## src/rtl/uart_rx_param.sv

```systemverilog
`default_nettype none
// +-----------------------------------------------------------------------------+
// | uart_rx_param : parametrised async serial receiver, tick-enabled, 3x voting |
// | rev 1.0                                                                     |
// +-----------------------------------------------------------------------------+
module uart_rx_param #(
    parameter int CLK_FREQ   = 24000000,
    parameter int BAUD       = 115200,
    parameter int OVERSAMPLE = 16,
    parameter int DATA_BITS  = 8,
    parameter int PARITY     = 0,
    parameter int STOP_BITS  = 1,
    parameter int ACC_W      = 16
) (
    input  logic                 clk,
    input  logic                 rst_n,
    input  logic                 RxD,
    output logic [DATA_BITS-1:0] RxD_data,
    output logic                 data_ready,
    input  logic                 rx_ready,
    output logic                 frame_err,
    output logic                 parity_err,
    output logic                 overrun
);

    localparam int SC_W = $clog2(OVERSAMPLE);
    localparam logic [SC_W-1:0] SC_LAST = SC_W'(OVERSAMPLE - 1);
    localparam logic [SC_W-1:0] SC_M_M1 = SC_W'(OVERSAMPLE / 2 - 1);
    localparam logic [SC_W-1:0] SC_M    = SC_W'(OVERSAMPLE / 2);
    localparam logic [SC_W-1:0] SC_M_P1 = SC_W'(OVERSAMPLE / 2 + 1);
    localparam logic [3:0]      BIT_LAST  = 4'(DATA_BITS - 1);
    localparam logic [3:0]      STOP_LAST = 4'(STOP_BITS - 1);
    localparam logic [63:0]     INC_WIDE  =
        ((64'(BAUD) * 64'(OVERSAMPLE) * (64'd1 << ACC_W)) + 64'(CLK_FREQ / 2)) / 64'(CLK_FREQ);
    localparam logic [ACC_W:0]  INC = (ACC_W + 1)'(INC_WIDE);

    typedef enum logic [2:0] {
        S_IDLE   = 3'd0,
        S_START  = 3'd1,
        S_DATA   = 3'd2,
        S_PARITY = 3'd3,
        S_STOP   = 3'd4
    } state_t;

    state_t               state_q, state_d;
    logic [1:0]           sync_q;
    logic                 rxd_prev_q;
    logic [ACC_W:0]       acc_q;
    logic [SC_W-1:0]      sc_q, sc_d;
    logic [3:0]           bidx_q, bidx_d;
    logic [1:0]           samp_q, samp_d;
    logic [DATA_BITS-1:0] shreg_q, shreg_d;
    logic                 perr_q, perr_d;
    logic                 ferr_q, ferr_d;
    logic                 commit_q, commit_d;

    logic rxd_s, tick, fall, bit_val, exp_par;
    logic [SC_W-1:0] sc_inc;

    assign rxd_s   = sync_q[1];
    assign tick    = acc_q[ACC_W];
    assign fall    = rxd_prev_q & ~rxd_s;
    assign bit_val = (samp_q[0] & samp_q[1]) | (samp_q[0] & rxd_s) | (samp_q[1] & rxd_s);
    assign exp_par = (PARITY == 1) ? ~^shreg_q : ^shreg_q;
    assign sc_inc  = (sc_q == SC_LAST) ? '0 : sc_q + 1'b1;

    always_ff @(posedge clk or negedge rst_n) begin
        if (!rst_n) begin
            sync_q     <= 2'b11;
            rxd_prev_q <= 1'b1;
            acc_q      <= '0;
            state_q    <= S_IDLE;
            sc_q       <= '0;
            bidx_q     <= '0;
            samp_q     <= '0;
            shreg_q    <= '0;
            perr_q     <= 1'b0;
            ferr_q     <= 1'b0;
            commit_q   <= 1'b0;
        end else begin
            sync_q     <= {sync_q[0], RxD};
            rxd_prev_q <= rxd_s;
            acc_q      <= {1'b0, acc_q[ACC_W-1:0]} + INC;
            state_q    <= state_d;
            sc_q       <= sc_d;
            bidx_q     <= bidx_d;
            samp_q     <= samp_d;
            shreg_q    <= shreg_d;
            perr_q     <= perr_d;
            ferr_q     <= ferr_d;
            commit_q   <= commit_d;
        end
    end

    always_comb begin
        state_d  = state_q;
        sc_d     = sc_q;
        bidx_d   = bidx_q;
        samp_d   = samp_q;
        shreg_d  = shreg_q;
        perr_d   = perr_q;
        ferr_d   = ferr_q;
        commit_d = 1'b0;
        if (state_q == S_IDLE) begin
            sc_d = '0;
            // Edge-triggered arming: a line stuck low after a break never re-enters START.
            if (fall) begin
                state_d = S_START;
                bidx_d  = '0;
                perr_d  = 1'b0;
                ferr_d  = 1'b0;
            end
        end else if (tick) begin
            sc_d = sc_inc;
            if (sc_q == SC_M_M1) samp_d[0] = rxd_s;
            if (sc_q == SC_M)    samp_d[1] = rxd_s;
            case (state_q)
                S_START: begin
                    if (sc_q == SC_M_P1 && bit_val) begin
                        state_d = S_IDLE;
                        sc_d    = '0;
                    end else if (sc_q == SC_LAST) begin
                        state_d = S_DATA;
                        bidx_d  = '0;
                    end
                end
                S_DATA: begin
                    if (sc_q == SC_M_P1) shreg_d = {bit_val, shreg_q[DATA_BITS-1:1]};
                    if (sc_q == SC_LAST) begin
                        if (bidx_q == BIT_LAST) begin
                            bidx_d  = '0;
                            state_d = (PARITY != 0) ? S_PARITY : S_STOP;
                        end else begin
                            bidx_d = bidx_q + 4'd1;
                        end
                    end
                end
                S_PARITY: begin
                    if (sc_q == SC_M_P1) perr_d = (bit_val != exp_par);
                    if (sc_q == SC_LAST) begin
                        state_d = S_STOP;
                        bidx_d  = '0;
                    end
                end
                S_STOP: begin
                    if (sc_q == SC_M_P1) begin
                        if (!bit_val) ferr_d = 1'b1;
                        // Leave at mid-bit of the last stop bit so the next start edge is caught.
                        if (bidx_q == STOP_LAST) begin
                            commit_d = 1'b1;
                            state_d  = S_IDLE;
                            sc_d     = '0;
                        end
                    end else if (sc_q == SC_LAST) begin
                        bidx_d = bidx_q + 4'd1;
                    end
                end
                default: begin
                    state_d = S_IDLE;
                    sc_d    = '0;
                end
            endcase
        end
    end

    always_ff @(posedge clk or negedge rst_n) begin
        if (!rst_n) begin
            RxD_data   <= '0;
            data_ready <= 1'b0;
            frame_err  <= 1'b0;
            parity_err <= 1'b0;
            overrun    <= 1'b0;
        end else begin
            overrun <= 1'b0;
            if (commit_q) begin
                if (!data_ready || rx_ready) begin
                    RxD_data   <= shreg_q;
                    frame_err  <= ferr_q;
                    parity_err <= (PARITY != 0) ? perr_q : 1'b0;
                    data_ready <= 1'b1;
                end else begin
                    overrun <= 1'b1;
                end
            end else if (data_ready && rx_ready) begin
                data_ready <= 1'b0;
            end
        end
    end

endmodule
`default_nettype wire
```

## config.mk

```make
export PLATFORM = sky130hd
export DESIGN_NAME = uart_rx_param
export DESIGN_NICKNAME = d
export VERILOG_FILES = /design/src/rtl/uart_rx_param.sv
export SDC_FILE = /design/constraint.sdc
export NUM_CORES = 1
export LEC_CHECK = 0
export CAP_MARGIN = 20
export CORE_MARGIN = 4
export CORE_UTILIZATION = 65
export DETAILED_ROUTE_END_ITERATION = 8
export DONT_BUFFER_PORTS = 1
export GPL_ROUTABILITY_DRIVEN = 0
export PLACE_DENSITY_LB_ADDON = 0.2
export SYNTH_ARGS = -nofsm -noshare
export SYNTH_HDL_FRONTEND = slang
export SYNTH_SLANG_ARGS = --single-unit
```

## constraint.sdc

```tcl
create_clock -name clk -period 3.24 [get_ports clk]
set_input_delay 0.648 -clock clk [delete_from_list [all_inputs] [get_ports clk]]
set_output_delay 0.648 -clock clk [all_outputs]
set_load 0.02 [all_outputs]
```

==> results of run 1 <==
worst max-delay path, stage by stage, from the launching register on:
cell and delay (ns):
dfrtp_1 0.45, ha_1 0.24, and3b_2 0.25, a2111oi_0 0.50, a211oi_1 0.11, o22ai_1 0.16
placed cells by master, fill, tap and decap left out, drive strengths merged, types with 2 or more instances in the layout:
| cell | Yosys | final |
|---|---|---|
| nor2 | 10 | 10 |
| o21ai | 9 | 9 |
| dfstp | 3 | 3 |
| a21oi | 6 | 6 |
| ha | 6 | 6 |
| xnor2 | 7 | 7 |
| nand2 | 14 | 14 |
| and3b | 2 | 2 |
| mux2i | 2 | 2 |
| nand2b | 5 | 5 |
| nand3b | 4 | 4 |
| and2 | 2 | 2 |
| nor4 | 3 | 3 |
| clkinv | 0 | 3 |
| nand3 | 8 | 8 |
| and4bb | 2 | 2 |
| mux2 | 19 | 19 |
| xor2 | 3 | 3 |
| nor3 | 4 | 4 |
| o22ai | 2 | 2 |
| o31ai | 3 | 3 |
| inv | 17 | 17 |
| and3 | 4 | 4 |
| clkbuf | 0 | 5 |
| dfrtp | 51 | 51 |
| a311oi | 2 | 2 |
| nand4 | 3 | 3 |
| a221oi | 2 | 2 |
| a211oi | 3 | 3 |
| o211ai | 5 | 5 |
through the flow:
step	area [sq um]	utilization (%)	instances	setup slack [ns]	hold WS [ns]
global placement	2610	69.8	267	1.61	0.346
CTS	2710	72.4	275	1.47	0.00674
global route	2740	73.2	277	1.29	0.00401
floorplan	2580	-	223	1.65	0.345
detailed placement	2610	69.8	267	1.49	0.350
finish	2740	73.2	277	1.46	0.0298
flip-flops by register name, summed over array words and instances (netlist names):
signal / cells
ferr_q: 1
overrun: 1
RxD_data: 8
frame_err: 1
shreg_q: 8
samp_q: 2
rxd_prev_q: 1
commit_q: 1
sc_q: 4
state_q: 3
data_ready: 1
acc_q: 17
bidx_q: 4
sync_q: 2
area by class of cell:
class                           instances  area (sq um)
Fill cell                             263          1000
Sequential cell                        54          1360
Tap cell                               48          60.1
Inverter                               17          63.8
Timing Repair Buffer                    2          30.0
Clock inverter                          3          26.3
Clock buffer                            5          68.8
Multi-Input combinational cell        148          1130
power breakdown:
group,leakage [nW],internal (mW),switching (mW)
clock,0.0483,0.156,0.218
sequential,0.701,0.685,0.0152
combinational,0.482,0.0251,0.0397
how the worst min path moves through the flow:
stage / endpoint / cells past startpoint
floorplan: RxD_data[0] / 0
global placement: RxD_data[3] / 0
detailed placement: RxD_data[3] / 0
CTS: RxD_data[3] / 0
global route: acc_q[13] / 0
finish: acc_q[13] / 0
cells by family after synthesis:
family                   after synthesis  share of synthesized area, %
AO/OA/AOI/OAI                         42                          13.1
flip-flops                            54                          52.5
XOR/XNOR                              10                          3.40
multiplexers                          21                          9.07
buffers and inverters                 21                          3.44
AND/OR/NAND/NOR                       67                          14.9
other                                  1                         0.145
adder cells (fa/ha/maj)                7                          3.35
per-layer routing:
layer  GRT usage (%)  wire [um]  vias to the layer above
met2            31.8       2180                       58
met4            8.98        168                        0
met5               0          0                        -
li1                -          -                      812
met1            24.3       1950                      850
met3            4.55        262                       14
repair_timing:
action                     in CTS  in global routing
setup endpoints to repair       0                  0
hold endpoints to repair        0                 29
hold buffers                    0                  2
==> run metrics, run 1 <==
Post-Syn Instances 223; CTS Sinks 54; post-CTS sizing 0; top post-synthesis cells by area dfrtp_1 49%, mux2_2 8.3%, dfstp_2 3.1%, ha_1 2.9%, xnor2_1 2.4%; largest net degree at the start of global routing 55; Worst setup EP type register; area delta synth->final 6.21%; final hold viol count 0; Antenna diodes 0; RSZ-0062 raised after global routing false; syn avg cell area 11.6 sq um; Final Cycle Share 54.9%; grt total ovfl 0; critical path class register to register; worst-margin pin slew 0.518 ns; first-pass GRT wire length 7.75 mm; Synth async-reset ratio 100%; final setup TNS 0 ns; routed via count 1734; Power Total 1.14 mW; CP required 3.48 ns; total core area 3740 sq um; PD cells 416 nW/um^2; die area 5040 sq um; Fmax achieved 563 MHz; slew margin rel. 64.6%; Ys Warns 0; starting density of the core 68.9%; CP startpoint sc_q[0]; largest fanout on the critical path 6; Final #Nets 238; Routed wire per std cell 16.5 um; status finished clean; R2R depth 5; post-synthesis sequential area ratio 52.5%; Yosys reg bits 54; share of cells above drive strength 1 19.7%; DP HPWL 3.23 mm; Reg clk slew, reported paths 0.10 ns; syn_nets 233; CTS H-Tree Depth 2; WL final 4.56 mm; Crit path arrival time 2.01 ns; Pleak 1.23 nW; peak supply drop 0.293 mV; Max-Cap Viols 0; Post-CTS Setup Inserts 0; number of routed nets with antenna violations 0; Worst Hold Class input port to async pin; I/O Pins 16; Die H 71.0 um; Clock Root Buffer clkbuf_8; CP startpoint kind register; site row count 22; cts bufs inserted 5; vias in the first global route 1720; area leader, netlist dfrtp_1; drt first pass iters 4; GR Util All Layers 19.4%; count of final setup violators 0; initial DRC count 94; Netlist cell types 58; Vias per Instance 6.26; most common cell in the synthesized netlist dfrtp_1; Most used DFF post-synth dfrtp_1; Mapped Area 2580 sq um; Synth top cells by count 51 x dfrtp_1, 19 x mux2_2, 16 x inv_1, 14 x nand2_1, 10 x nor2_1; terminus of the critical flop-to-flop path sc_q[2]; share of the synthesized area in the top cell type 49.5%; Worst Skew 0.0103 ns; DRC errors left 0; Chip Width 71.0 um; CTS tree yes; crit path to sc_q[2]; worst reg-to-reg setup slack 1.46 ns; max-slew violations 0; Worst-Skew Late Latency 0.31 ns; initial antenna violation count 0; clock tree buffer depth 2; final period demand of the worst path 1.78 ns; IO Port Bufs 0; Post-synth EDFFs 0; worst reg2reg startpoint sc_q[0]
No activity file was read; power rests on OpenSTA's default activity.
==> run 2, diff against run 1 <==
--- a/config.mk
+++ b/config.mk
@@ -7,7 +7,7 @@
 export LEC_CHECK = 0
 export CAP_MARGIN = 20
 export CORE_MARGIN = 4
-export CORE_UTILIZATION = 65
+export CORE_UTILIZATION = 62
 export DETAILED_ROUTE_END_ITERATION = 8
 export DONT_BUFFER_PORTS = 1
 export GPL_ROUTABILITY_DRIVEN = 0
==> constraint.sdc (replaced) <==
create_clock -name clk -period 1.76 [get_ports clk]
set_input_delay 0.352 -clock clk [delete_from_list [all_inputs] [get_ports clk]]
set_output_delay 0.352 -clock clk [all_outputs]
set_load 0.02 [all_outputs]
==> run 2 against run 1 <==
  * Final cell count is 2.5% higher
  * Clock skew is 0.011 ns higher
  * Core utilization is 2.8 points lower
  * Maximum frequency is 5.4% higher
  * Register-to-register slack worse by 1.4 ns
  * Hold slack better by 0.0096 ns
  * Via count is 0.98% lower
  * Critical path type unchanged
  * Largest cell class unchanged
  * Largest power group unchanged
==> run metrics, run 2 (synthesis gave the netlist of run 1 again) <==
IO Port Bufs 0; Antenna diodes 0; largest fanout on the critical path 5; initial DRC count 155; WP depth 6; crit-path max cell delay 0.40 ns; crit path to sc_q[0]; CP required 1.97 ns; CTS Sinks 54; worst reg2reg startpoint sc_q[1]; number of routed nets with antenna violations 0; area delta synth->final 9.12%; Routed wire per std cell 16.8 um; critical path class register to register; CP startpoint kind register; Fmax achieved 593 MHz; CTS H-Tree Depth 2; Worst Hold Class input port to register; starting density of the core 64.5%; area of the multi-input gates 1160 sq um; most frequent cells in the layout 50 x dfrtp_1, 19 x mux2_2, 16 x inv_1; terminus of the critical flop-to-flop path sc_q[0]; crit-path leading delay family compound AO/OA/AOI/OAI gates; Power Total 2.18 mW; worst reg-to-reg setup slack 0.07 ns; Final Core Density 70.3%; PD cells 773 nW/um^2; clock tree buffer depth 2; Vias per Instance 6.05; Max-Cap Viols 0; Final Cycle Share 95.8%; Filler cells 277; RSZ-0062 raised after global routing true; largest net degree at the start of global routing 55; share of cells above drive strength 1 23.1%; first-pass GRT wire length 8.21 mm; Reg clk slew, reported paths 0.09 ns; Pleak 1.26 nW; sum of buffers and inverters on the critical path 1; number of flip-flops in the largest register 17; commonest non-fill, non-tap cell in the layout dfrtp_1; GR Util All Layers 20.2%; I/O Pins 16; site row count 23; Worst Skew 0.0210 ns; Chip Width 72.5 um; CP max-delay cell dfrtp_1; routed via count 1717; peak supply drop 0.595 mV; cts bufs inserted 5; initial antenna violation count 0; Worst-Skew Late Latency 0.32 ns; DRC errors left 0; total core area 4000 sq um; Die H 72.5 um; Crit path arrival time 1.89 ns; count of final setup violators 0; CTS tree yes; register area 1360 sq um; drt first pass iters 4; final period demand of the worst path 1.69 ns; grt total ovfl 0; status finished clean; Worst setup EP type register; Clock Root Buffer clkbuf_8; die area 5250 sq um; WL final 4.78 mm; Final #Nets 243; top register by number of flip-flops acc_q; Regs by FF count acc_q: 17 flops, RxD_data: 8 flops, shreg_q: 8 flops; max-slew violations 0; CP startpoint sc_q[1]; vias in the first global route 1816; cells along the critical path inv_1 -> ha_1 -> and3b_2 -> a211oi_4 -> o21ai_2 -> o31ai_2; DP HPWL 3.12 mm; R2R depth 6; final hold viol count 0
run 2: cell types whose count changed in the layout (fill, tap and decap cells not counted), moves of 2 or more:
cell      before  now
a21oi_1        6    4
clkinv_4       3    1
a21oi_2        0    2
inv_6          0    2
buf_4          0    5
run 2: metrics by stage:
stage          area (sq um)  setup WS [ns]  hold WS [ns]  cells  TNS, ns
3_3_place_gp           2630         0.0875        0.0576    271        0
5_1_grt                2810        -0.0110        0.0131    284  -0.0241
4_1_cts                2760         0.0101        0.0266    281        0
6_report               2810         0.0742        0.0394    284        0
2_1_floorplan          2580          0.167        0.0564    223        0
3_5_place_dp           2630         0.0509        0.0576    271        0
run 2: worst min-delay path by stage:
stage                     startpoint           to  depth (start not counted)
final                            RxD    sync_q[0]                          0
after global routing             RxD    sync_q[0]                          0
after CTS                        RxD    sync_q[0]                          0
after detailed placement       rst_n  RxD_data[3]                          0
after global placement         rst_n  RxD_data[3]                          0
after floorplan                rst_n  RxD_data[0]                          0
run 2: worst register-to-register path, delay by kind of cell (launching register included):
family	cells	cell delay, ns
buffers and inverters	1	0.08
DFF	1	0.40
and+or+nand+nor	1	0.27
AOI/OAI and AO/OA	3	0.65
adders and majority gates	1	0.20
run 2: power by group:
part | internal (mW) | switching, mW | leakage (nW)
clock | 0.294 | 0.439 | 0.0491
combinational | 0.0615 | 0.0924 | 0.514
sequential | 1.26 | 0.0263 | 0.700
total | 1.62 | 0.558 | 1.26
run 2: layout make-up:
cell class / instances / share of cell area (%)
flip-flops and latches: 54 / 48.2
multi-input cells: 148 / 41.3
repair buffers: 7 / 2.67
clock buffers: 5 / 2.45
inverters: 17 / 2.27
well taps: 50 / 2.22
clock inverters: 3 / 0.934
run 2: what timing repair did:
action | 4_1_cts | 5_1_grt
setup endpoints to repair | 0 | 20
resized for setup | 0 | 8
setup buffers | 0 | 3
hold buffers | 2 | 0
hold endpoints to repair | 54 | 0
run 2: layer usage:
metal | track usage, % | vias to the layer above | share of wire, %
li1 | - | 823 | -
met1 | 24.3 | 843 | 43
met2 | 34.3 | 42 | 50
met3 | 4.99 | 9 | 5.1
met4 | 9.22 | 0 | 2.0
met5 | 0 | - | 0
==> run 3, diff against run 2 <==
--- a/config.mk
+++ b/config.mk
@@ -5,13 +5,13 @@
 export SDC_FILE = /design/constraint.sdc
 export NUM_CORES = 1
 export LEC_CHECK = 0
-export CAP_MARGIN = 20
 export CORE_MARGIN = 4
 export CORE_UTILIZATION = 62
 export DETAILED_ROUTE_END_ITERATION = 8
 export DONT_BUFFER_PORTS = 1
-export GPL_ROUTABILITY_DRIVEN = 0
+export GPL_ROUTABILITY_DRIVEN = 1
 export PLACE_DENSITY_LB_ADDON = 0.2
+export REMOVE_ABC_BUFFERS = 1
 export SYNTH_ARGS = -nofsm -noshare
 export SYNTH_HDL_FRONTEND = slang
 export SYNTH_SLANG_ARGS = --single-unit
==> run 3 against run 2 <==
  * Cell area increased by 1.1%
  * Via count up 0.64%
  * Final cell count stayed put
  * Combinational power up 10%
  * Hold slack worse by 0.013 ns
  * First-iteration DRC count down 43%
  * Critical endpoint unchanged
  * Largest cell class unchanged
==> run metrics, run 3 (synthesis gave the netlist of run 1 again) <==
drt first pass iters 4; area of the multi-input gates 1190 sq um; Routed wire per std cell 16.9 um; Final #Nets 243; die area 5250 sq um; clock tree buffer depth 2; Worst setup EP type register; Die H 72.5 um; Regs by FF count acc_q: 17 flops, RxD_data: 8 flops, shreg_q: 8 flops; Final Cycle Share 98.0%; worst reg-to-reg setup slack 0.03 ns; GP Congestion 0.868; Area after DPL 2630 sq um; vias in the first global route 1798; grt total ovfl 0; number of flip-flops in the largest register 17; Worst Setup Slack post-DPL -0.0345 ns; Power Total 2.18 mW; Filler cells 273; commonest non-fill, non-tap cell in the layout dfrtp_1; Crit path arrival time 1.95 ns; crit-path max cell delay 0.42 ns; routed via count 1728; starting density of the core 64.5%; DP HPWL 3.34 mm; PD cells 766 nW/um^2; largest net degree at the start of global routing 55; most frequent cells in the layout 50 x dfrtp_1, 19 x mux2_2, 14 x inv_1, 14 x nand2_1, 10 x nor2_1; Reg clk slew, reported paths 0.09 ns; critical path class register to register; area delta synth->final 10.3%; Chip Width 72.5 um; Worst-Skew Late Latency 0.32 ns; Pleak 1.26 nW; top register by number of flip-flops acc_q; count of final setup violators 0; CP required 1.98 ns; CTS H-Tree Depth 2; status finished clean; WL final 4.79 mm; CP startpoint kind register; initial DRC count 88; CTS Sinks 54; site row count 23; initial antenna violation count 0; IO Port Bufs 0; largest fanout on the critical path 4; GR Util All Layers 19.7%; share of cells above drive strength 1 25.6%; Max-Cap Viols 0; register area 1360 sq um; cells along the critical path inv_2 -> ha_4 -> and3b_2 -> a211oi_4 -> o21ai_2 -> o31ai_2; CTS tree yes; number of routed nets with antenna violations 0; final setup TNS 0 ns; max-slew violations 0; Clock Root Buffer clkbuf_8; Fmax achieved 579 MHz; final period demand of the worst path 1.73 ns; peak supply drop 0.592 mV; Vias per Instance 6.08; total core area 4000 sq um; Finished Cell Area 2840 sq um; final hold viol count 0; Worst Skew 0.0103 ns; first-pass GRT wire length 8.11 mm; cts bufs inserted 5; I/O Pins 16; DRC errors left 0; post-route setup slack 0.0344 ns; Antenna diodes 0; CP max-delay cell dfrtp_1; Worst Hold Class input port to register
-- run 3: critical path, delay by kind of cell (launching register included) --
kind | cells | cell delay (ns)
fa+ha+maj | 1 | 0.16
buf+inv | 1 | 0.08
simple gates | 1 | 0.25
flops | 1 | 0.42
compound gates | 3 | 0.73
-- run 3: final cells by class --
class                           count  share of cell area (%)
Clock inverter                      3                   0.880
Multi-Input combinational cell    148                    41.9
Clock buffer                        5                    2.42
Inverter                           17                    2.24
Timing Repair Buffer                7                    2.64
Sequential cell                    54                    47.7
Tap cell                           50                    2.20
-- run 3: power by group --
part           switching (mW)  internal [mW]  total (mW)  leakage, nW
Sequential             0.0339           1.26        1.30        0.700
Combinational          0.0989         0.0709       0.170        0.518
Clock                   0.425          0.288       0.713       0.0447
-- run 3: worst paths after layout --
path / startpoint / endpoint / cells after the start
min in group asynchronous: rst_n / RxD_data[7] / 2
setup / recovery: sc_q[1] / sc_q[0] / 6
hold reg to reg: sync_q[0] / sync_q[1] / 0
setup reg to reg: sc_q[1] / sc_q[0] / 6
max in group asynchronous: rst_n / sync_q[1] / 2
hold / removal: RxD / sync_q[0] / 0
-- run 3: per-layer routing --
metal | vias to the layer above | share of wire [%] | track usage, % | wire, um
li1 | 829 | - | - | -
met1 | 844 | 43 | 23.7 | 2060
met2 | 44 | 49 | 33.3 | 2370
met3 | 11 | 5.3 | 4.99 | 254
met4 | 0 | 2.3 | 8.81 | 111
met5 | - | 0 | 0 | 0
-- run 3: timing repair --
| action | in CTS | in global routing |
|---|---|---|
| endpoints found under the setup margin | 5 | 16 |
| endpoints found under the hold margin | 54 | 0 |
| hold buffers | 2 | 0 |
| setup buffers | 0 | 4 |
| gates resized for setup | 1 | 15 |
| pin swaps | 0 | 4 |
-- run 3: metrics by stage --
| step | hold WS (ns) | util [%] | cells |
|---|---|---|---|
| 5_1_grt | 0.00856 | 71.1 | 284 |
| 6_report | 0.0268 | 71.1 | 284 |
| 3_3_place_gp | 0.0577 | 65.8 | 271 |
| 4_1_cts | 0.0189 | 69.1 | 281 |
| 3_5_place_dp | 0.0577 | 65.8 | 271 |
| 2_1_floorplan | 0.0564 | - | 219 |
